===== config.mk =====
export PLATFORM = sky130hd
export DESIGN_NAME = gemm_tile_engine
export DESIGN_NICKNAME = d
export VERILOG_FILES = /design/src/rtl/gemm_tile_engine.sv
export SDC_FILE = /design/constraint.sdc
export NUM_CORES = 2
export LEC_CHECK = 0
export CAP_MARGIN = 0
export CORE_ASPECT_RATIO = 1.1
export CORE_MARGIN = 2
export CORE_UTILIZATION = 55
export CTS_CLUSTER_SIZE = 30
export DETAILED_ROUTE_END_ITERATION = 6
export DONT_BUFFER_PORTS = 1
export PLACE_DENSITY = 0.7
export SKIP_LAST_GASP = 1
export SYNTH_ARGS = -nofsm -noshare
export SYNTH_HDL_FRONTEND = slang
export SYNTH_SLANG_ARGS = --single-unit
export TNS_END_PERCENT = 10

===== constraint.sdc =====
create_clock -name i_clk -period 17.8 [get_ports i_clk]
set_input_delay 3.56 -clock i_clk [delete_from_list [all_inputs] [get_ports i_clk]]
set_output_delay 3.56 -clock i_clk [all_outputs]
set_load 0.03 [all_outputs]

===== src/rtl/gemm_tile_engine.sv =====
// gemm_tile_engine: output-stationary ROWS x COLS signed GEMM tile, skewed K-beat load, column-serial drain.
// Optional GEMM_SAT_EN: saturating accumulators with sticky per-PE flags exposed on o_sat.
module gemm_tile_engine #(
    parameter int ROWS       = 2,
    parameter int COLS       = 2,
    parameter int DATA_WIDTH = 16,
    parameter int ACC_WIDTH  = 40,
    localparam int CW        = (COLS > 1) ? $clog2(COLS) : 1
) (
    input  logic                       i_clk,
    input  logic                       i_rst,
    input  logic                       i_valid,
    output logic                       o_ready,
    input  logic                       i_last,
    input  logic [ROWS*DATA_WIDTH-1:0] i_data_x,
    input  logic [COLS*DATA_WIDTH-1:0] i_data_w,
    output logic                       o_valid,
    input  logic                       i_ready,
    output logic [ROWS*ACC_WIDTH-1:0]  o_data_acc,
    output logic [CW-1:0]              o_col,
    output logic                       o_last,
`ifdef GEMM_SAT_EN
    output logic [ROWS-1:0]            o_sat,
`endif
    output logic                       o_busy
);

    localparam int DW = DATA_WIDTH;
    localparam int AW = ACC_WIDTH;
    localparam int FW = $clog2(ROWS + COLS);

    if (ACC_WIDTH < 2 * DATA_WIDTH) begin : g_width_check
        $error("ACC_WIDTH must be at least 2*DATA_WIDTH");
    end

    typedef enum logic [1:0] {S_IDLE, S_LOAD, S_FLUSH, S_DRAIN} state_e;

    state_e        state_q, state_d;
    logic [FW-1:0] cnt_q, cnt_d;
    logic [CW-1:0] col_q, col_d;
    logic          accept;
    logic          start;

    logic signed [DW-1:0] x_bus   [ROWS][COLS];
    logic                 tx_bus  [ROWS][COLS];
    logic signed [DW-1:0] w_bus   [ROWS][COLS];
    logic                 tw_bus  [ROWS][COLS];
    logic signed [AW-1:0] acc_all [ROWS][COLS];
`ifdef GEMM_SAT_EN
    logic                 sat_all [ROWS][COLS];
`endif

    assign o_ready = (state_q == S_IDLE) || (state_q == S_LOAD);
    assign accept  = i_valid && o_ready;
    assign start   = accept && (state_q == S_IDLE);

    always_comb begin
        state_d = state_q;
        cnt_d   = cnt_q;
        col_d   = col_q;
        unique case (state_q)
            S_IDLE: begin
                if (accept) begin
                    state_d = i_last ? S_FLUSH : S_LOAD;
                    cnt_d   = '0;
                end
            end
            S_LOAD: begin
                if (accept && i_last) begin
                    state_d = S_FLUSH;
                    cnt_d   = '0;
                end
            end
            S_FLUSH: begin
                // Last PE accumulates one cycle before the final count
                if (cnt_q == FW'(ROWS + COLS - 1)) begin
                    state_d = S_DRAIN;
                end else begin
                    cnt_d = cnt_q + 1'b1;
                end
            end
            S_DRAIN: begin
                if (i_ready) begin
                    if (col_q == CW'(COLS - 1)) begin
                        state_d = S_IDLE;
                        col_d   = '0;
                    end else begin
                        col_d = col_q + 1'b1;
                    end
                end
            end
            default: state_d = S_IDLE;
        endcase
    end

    always_ff @(posedge i_clk) begin
        if (i_rst) begin
            state_q <= S_IDLE;
            cnt_q   <= '0;
            col_q   <= '0;
        end else begin
            state_q <= state_d;
            cnt_q   <= cnt_d;
            col_q   <= col_d;
        end
    end

    // Row lane i sees i extra register stages so beats meet diagonally
    for (genvar i = 0; i < ROWS; i++) begin : g_xskew
        logic [(i+1)*DW-1:0] d_q, d_d;
        logic [i:0]          t_q, t_d;
        logic [DW-1:0]       lane;

        assign lane = accept ? i_data_x[(ROWS-i)*DW-1 -: DW] : '0;

        always_comb begin
            d_d = ((i + 1) * DW)'({d_q, lane});
            t_d = (i + 1)'({t_q, accept});
        end

        always_ff @(posedge i_clk) begin
            if (i_rst) begin
                d_q <= '0;
                t_q <= '0;
            end else begin
                d_q <= d_d;
                t_q <= t_d;
            end
        end

        assign x_bus[i][0]  = d_q[(i+1)*DW-1 -: DW];
        assign tx_bus[i][0] = t_q[i];
    end

    for (genvar j = 0; j < COLS; j++) begin : g_wskew
        logic [(j+1)*DW-1:0] d_q, d_d;
        logic [j:0]          t_q, t_d;
        logic [DW-1:0]       lane;

        assign lane = accept ? i_data_w[(COLS-j)*DW-1 -: DW] : '0;

        always_comb begin
            d_d = ((j + 1) * DW)'({d_q, lane});
            t_d = (j + 1)'({t_q, accept});
        end

        always_ff @(posedge i_clk) begin
            if (i_rst) begin
                d_q <= '0;
                t_q <= '0;
            end else begin
                d_q <= d_d;
                t_q <= t_d;
            end
        end

        assign w_bus[0][j]  = d_q[(j+1)*DW-1 -: DW];
        assign tw_bus[0][j] = t_q[j];
    end

    for (genvar i = 0; i < ROWS; i++) begin : g_row
        for (genvar j = 0; j < COLS; j++) begin : g_col
            logic signed [2*DW-1:0] prod;
            logic signed [AW-1:0]   prod_ext;
            logic                   hit;
            logic signed [AW-1:0]   acc_q, acc_d;

            assign prod     = x_bus[i][j] * w_bus[i][j];
            assign prod_ext = AW'(prod);
            assign hit      = tx_bus[i][j] & tw_bus[i][j];

            if (j < COLS - 1) begin : g_xreg
                logic signed [DW-1:0] x_q, x_d;
                logic                 tx_q, tx_d;

                always_comb begin
                    x_d  = x_bus[i][j];
                    tx_d = tx_bus[i][j];
                end

                always_ff @(posedge i_clk) begin
                    if (i_rst) begin
                        x_q  <= '0;
                        tx_q <= 1'b0;
                    end else begin
                        x_q  <= x_d;
                        tx_q <= tx_d;
                    end
                end

                assign x_bus[i][j+1]  = x_q;
                assign tx_bus[i][j+1] = tx_q;
            end

            if (i < ROWS - 1) begin : g_wreg
                logic signed [DW-1:0] w_q, w_d;
                logic                 tw_q, tw_d;

                always_comb begin
                    w_d  = w_bus[i][j];
                    tw_d = tw_bus[i][j];
                end

                always_ff @(posedge i_clk) begin
                    if (i_rst) begin
                        w_q  <= '0;
                        tw_q <= 1'b0;
                    end else begin
                        w_q  <= w_d;
                        tw_q <= tw_d;
                    end
                end

                assign w_bus[i+1][j]  = w_q;
                assign tw_bus[i+1][j] = tw_q;
            end

`ifdef GEMM_SAT_EN
            logic              sat_q, sat_d;
            logic signed [AW:0] sum;

            assign sum = {acc_q[AW-1], acc_q} + {prod_ext[AW-1], prod_ext};

            always_comb begin
                acc_d = acc_q;
                sat_d = sat_q;
                if (start) begin
                    acc_d = '0;
                    sat_d = 1'b0;
                end else if (hit) begin
                    // Carry-out disagreeing with sign bit means overflow
                    if (sum[AW] != sum[AW-1]) begin
                        acc_d = sum[AW] ? {1'b1, {(AW-1){1'b0}}}
                                        : {1'b0, {(AW-1){1'b1}}};
                        sat_d = 1'b1;
                    end else begin
                        acc_d = sum[AW-1:0];
                    end
                end
            end

            always_ff @(posedge i_clk) begin
                if (i_rst) begin
                    acc_q <= '0;
                    sat_q <= 1'b0;
                end else begin
                    acc_q <= acc_d;
                    sat_q <= sat_d;
                end
            end

            assign sat_all[i][j] = sat_q;
`else
            always_comb begin
                acc_d = acc_q;
                if (start) begin
                    acc_d = '0;
                end else if (hit) begin
                    acc_d = acc_q + prod_ext;
                end
            end

            always_ff @(posedge i_clk) begin
                if (i_rst) begin
                    acc_q <= '0;
                end else begin
                    acc_q <= acc_d;
                end
            end
`endif

            assign acc_all[i][j] = acc_q;
        end
    end

    assign o_valid = (state_q == S_DRAIN);
    assign o_busy  = (state_q != S_IDLE);
    assign o_col   = col_q;
    assign o_last  = o_valid && (col_q == CW'(COLS - 1));

    for (genvar i = 0; i < ROWS; i++) begin : g_out
        assign o_data_acc[(ROWS-i)*AW-1 -: AW] = o_valid ? acc_all[i][col_q] : '0;
`ifdef GEMM_SAT_EN
        assign o_sat[ROWS-1-i] = o_valid ? sat_all[i][col_q] : 1'b0;
`endif
    end

endmodule


==> flow_summary.json <==
{
  "run_status": "finished, final reports clean",
  "cts_max_path_bufs": 3,
  "slowest_stage": "sky130_fd_sc_hd__dfxtp_1",
  "grt_overflow": 0,
  "design.die.area_sq_um": 113700,
  "grt_usage_pct": 27.51,
  "initial_core_utilization_pct": 55.28,
  "replace_congestion": 0.9245,
  "crit_path_cell_trace": "nand2_1, inv_1, fa_1, fa_1, inv_1, fa_1, inv_1, fa_1, fa_1, inv_1, fa_1, inv_1, ha_1, a21o_1, a21o_1, a2111oi_0, o311ai_1, a31oi_1, nor2b_1, o21a_1, o311a_1, a32o_1",
  "min_delay_path_depth": 1,
  "startpoint_type": "register",
  "worst-path-max-fanout": 17,
  "syn_to_final_growth_pct": 4.004,
  "rsz_0062_raised_after_global_routing": "no",
  "syn_inst": 6582,
  "cpMostUsedCell": "sky130_fd_sc_hd__fa_1",
  "swShare_pct": 39.36,
  "critical_path_arrival_ns": 8.31,
  "vdd.ir_drop.worst_v": 0.00007696,
  "ys.flop_type": "sky130_fd_sc_hd__dfxtp_1",
  "fin_area_sq_um": 63530,
  "antenna_found_initial": 8,
  "num_vias": 42310,
  "post_drt_via_cell_ratio": 5.376,
  "power_per_cell_area_nw_per_um2": 41.90,
  "hold_class": "reg -> reg",
  "tns_ns": 0,
  "ys_warn_count": 0,
  "placedInstanceArea_sq_um": 62150,
  "cts_inserted_buffers": 41,
  "post_cts_resize_count": 0,
  "setup_violations": 0,
  "first_iter_violations": 2273,
  "fraction_of_layout_cells_with_a_size_suffix_above_1_pct": 1.817,
  "layout.nets": 8261,
  "post-route-drc-count": 0,
  "seq_area_frac_synth_pct": 10.75,
  "cap_violations": 0,
  "cellLeakagePower_nw": 33.66,
  "timing.setup.critical_path_class": "reg -> reg",
  "mostFrequentLayoutCell": "sky130_fd_sc_hd__inv_1",
  "finalClockSkew_ns": 0.04184,
  "dp_hpwl_um": 123500,
  "detailedRoute.firstPassIterationCount": 6,
  "totalPowerFinal_mw": 2.662,
  "grt_max_degree": 107,
  "cts.clk_slew.worst_paths_ns": 0.06,
  "fmaxAchievable_mhz": 128.0,
  "cp-startpoint": "g_wskew[1].d_q[17]",
  "leading_cell_types_in_the_layout_fill_and_taps_excluded": "sky130_fd_sc_hd__inv_1 (1643), sky130_fd_sc_hd__fa_1 (1320), sky130_fd_sc_hd__nand2_1 (600)",
  "yosys_register_bits": 328,
  "final_min_period_over_clock_period_pct": 43.88,
  "hold_buffers": 0,
  "final.min_clock_period_ns": 7.810,
  "clock_power_share_pct": 32.6,
  "detail_route_antenna_nets": 0,
  "max_slew_margin_pct": 39.60,
  "hold_violations": 0,
  "p_switching_mw": 1.048,
  "synth_async_sr_flop_share_pct": 0,
  "tightestPinTransition_ns": 0.9048,
  "port_buffers": 0,
  "cts_tree": "built",
  "clk_root_buffer_cell": "sky130_fd_sc_hd__clkbuf_16",
  "crit_path_max_incr_delay_ns": 0.85,
  "worst_setup_path_end_kind": "register",
  "worstPathBufferInverterCount": 5,
  "pwr-share-seq_pct": 34.4,
  "finalWirelength_um": 147800,
  "wl_per_cell_um": 18.78,
  "intPower_mw": 1.614,
  "reg2reg_depth": 22,
  "worst-endpoint-required_ns": 18.30,
  "clkSinkCount": 328,
  "grt_first_pass_wirelength_um": 245800,
  "die_y_um": 353.5,
  "worstSkewPairLatency_ns": 0.61,
  "final.hold.worst_slack_ns": 0.4362,
  "n_fill_cell": 9785,
  "timing.critical_path.max_delay_family": "adder cells",
  "synth_edf_count": 0,
  "first_global_vias": 46860,
  "mappedNetlistNets": 8436,
  "top_level_ports": 154,
  "synthesis.area_per_instance_sq_um": 9.281,
  "postCtsSetupBuffers": 0,
  "placeableCoreArea_sq_um": 110500,
  "worstHoldStart": "g_wskew[1].d_q[6]",
  "die-width_um": 321.8,
  "combinationalPowerShare_pct": 33.0,
  "total_count_of_max_transition_violations_in_the_final_report": 0,
  "placement_rows": 128,
  "syn-cell-area_sq_um": 61080,
  "htree_levels": 2,
  "worst_path_depth": 22,
  "rr_startpoint": "g_wskew[1].d_q[17]",
  "synth_cell_types": 76
}
-- area by class of cell --
| class | count | area (sq um) | area share, % |
|---|---|---|---|
| Inverter | 1646 | 6178 | 9.725 |
| Antenna cell | 2 | 5.005 | 0.007878 |
| Tap cell | 1430 | 1789 | 2.816 |
| Clock inverter | 23 | 227.7 | 0.3584 |
| Clock buffer | 51 | 1145 | 1.802 |
| Timing Repair Buffer | 20 | 150.1 | 0.2363 |
| Sequential cell | 328 | 6576 | 10.35 |
| Multi-Input combinational cell | 4370 | 47460 | 74.70 |
-- cell families (layout without fill, tap and decap cells) --
group	after synthesis	after routing	share of synthesized area, %
xor gates and xnor gates	139	139	1.993
buffers and inverters	1884	1740	11.59
muxes	177	177	2.900
DFF	328	328	10.75
and+or+nand+nor	1763	1763	14.51
adders and majority gates	1785	1785	52.78
AOI/OAI and AO/OA	506	506	5.471
other	0	2	0
-- power by group through the flow --
stage,Combinational [mW],Sequential [mW],Clock (mW)
floorplan,0.714,0.824,0
global placement,0.865,0.928,0
detailed placement,0.882,0.930,0
CTS,0.888,0.914,0.884
global route,0.999,0.925,0.912
finish,0.879,0.916,0.867
-- worst paths after layout --
check | to | slack [ns]
setup / recovery | g_row[0].g_col[1].acc_q[32] | 9.99
hold / removal | g_wskew[1].d_q[22] | 0.44
setup reg to reg | g_row[0].g_col[1].acc_q[32] | 9.99
hold reg to reg | g_wskew[1].d_q[22] | 0.44
-- cell usage after synthesis, types with 93 or more instances --
cell type	instances	area share (%)
sky130_fd_sc_hd__nand2_1	600	3.7
sky130_fd_sc_hd__and2_1	521	5.3
sky130_fd_sc_hd__a21o_1	93	1.1
sky130_fd_sc_hd__nor2_1	252	1.5
sky130_fd_sc_hd__xnor2_1	100	1.4
sky130_fd_sc_hd__fa_1	1320	43
sky130_fd_sc_hd__clkbuf_1	217	1.3
sky130_fd_sc_hd__ha_1	465	9.5
sky130_fd_sc_hd__dfxtp_1	328	11
sky130_fd_sc_hd__a21oi_1	143	1.2
sky130_fd_sc_hd__nor2b_1	204	2.1
sky130_fd_sc_hd__mux2i_1	177	2.9
sky130_fd_sc_hd__inv_1	1644	10
-- registers in the layout, summed over array words and instances, names as in the netlist --
| name | flops |
|---|---|
| g_xskew.t_q | 2 |
| g_row.g_col.g_wreg.tw_q | 1 |
| g_row.g_col.acc_q | 160 |
| o_col | 1 |
| g_row.g_col.g_wreg.w_q | 32 |
| state_q | 2 |
| g_xskew.d_q | 32 |
| g_row.g_col.g_wreg.w_d | 16 |
| g_row.g_col.g_xreg.x_q | 32 |
| cnt_q | 2 |
| g_row.g_col.g_xreg.x_d | 16 |
| g_wskew.d_q | 32 |
-- through the flow --
step / worst slack (ns) / std cells / utilization [%]
global placement: 10.31 / 7794 / 56.24
CTS: 10.18 / 7868 / 57.49
floorplan: 11.17 / 6582 / -
global route: 9.888 / 7869 / 57.49
detailed placement: 10.26 / 7794 / 56.24
finish: 9.990 / 7870 / 57.49
-- metal layers --
layer	share of wire (%)	track usage (%)	vias to the layer above
met5	0.028	0	-
met4	3.4	8.589	6
met3	4.8	3.398	273
met2	53	50.82	907
met1	38	33.20	21960
li1	-	-	19160
Power figures use the tool's default switching activity.
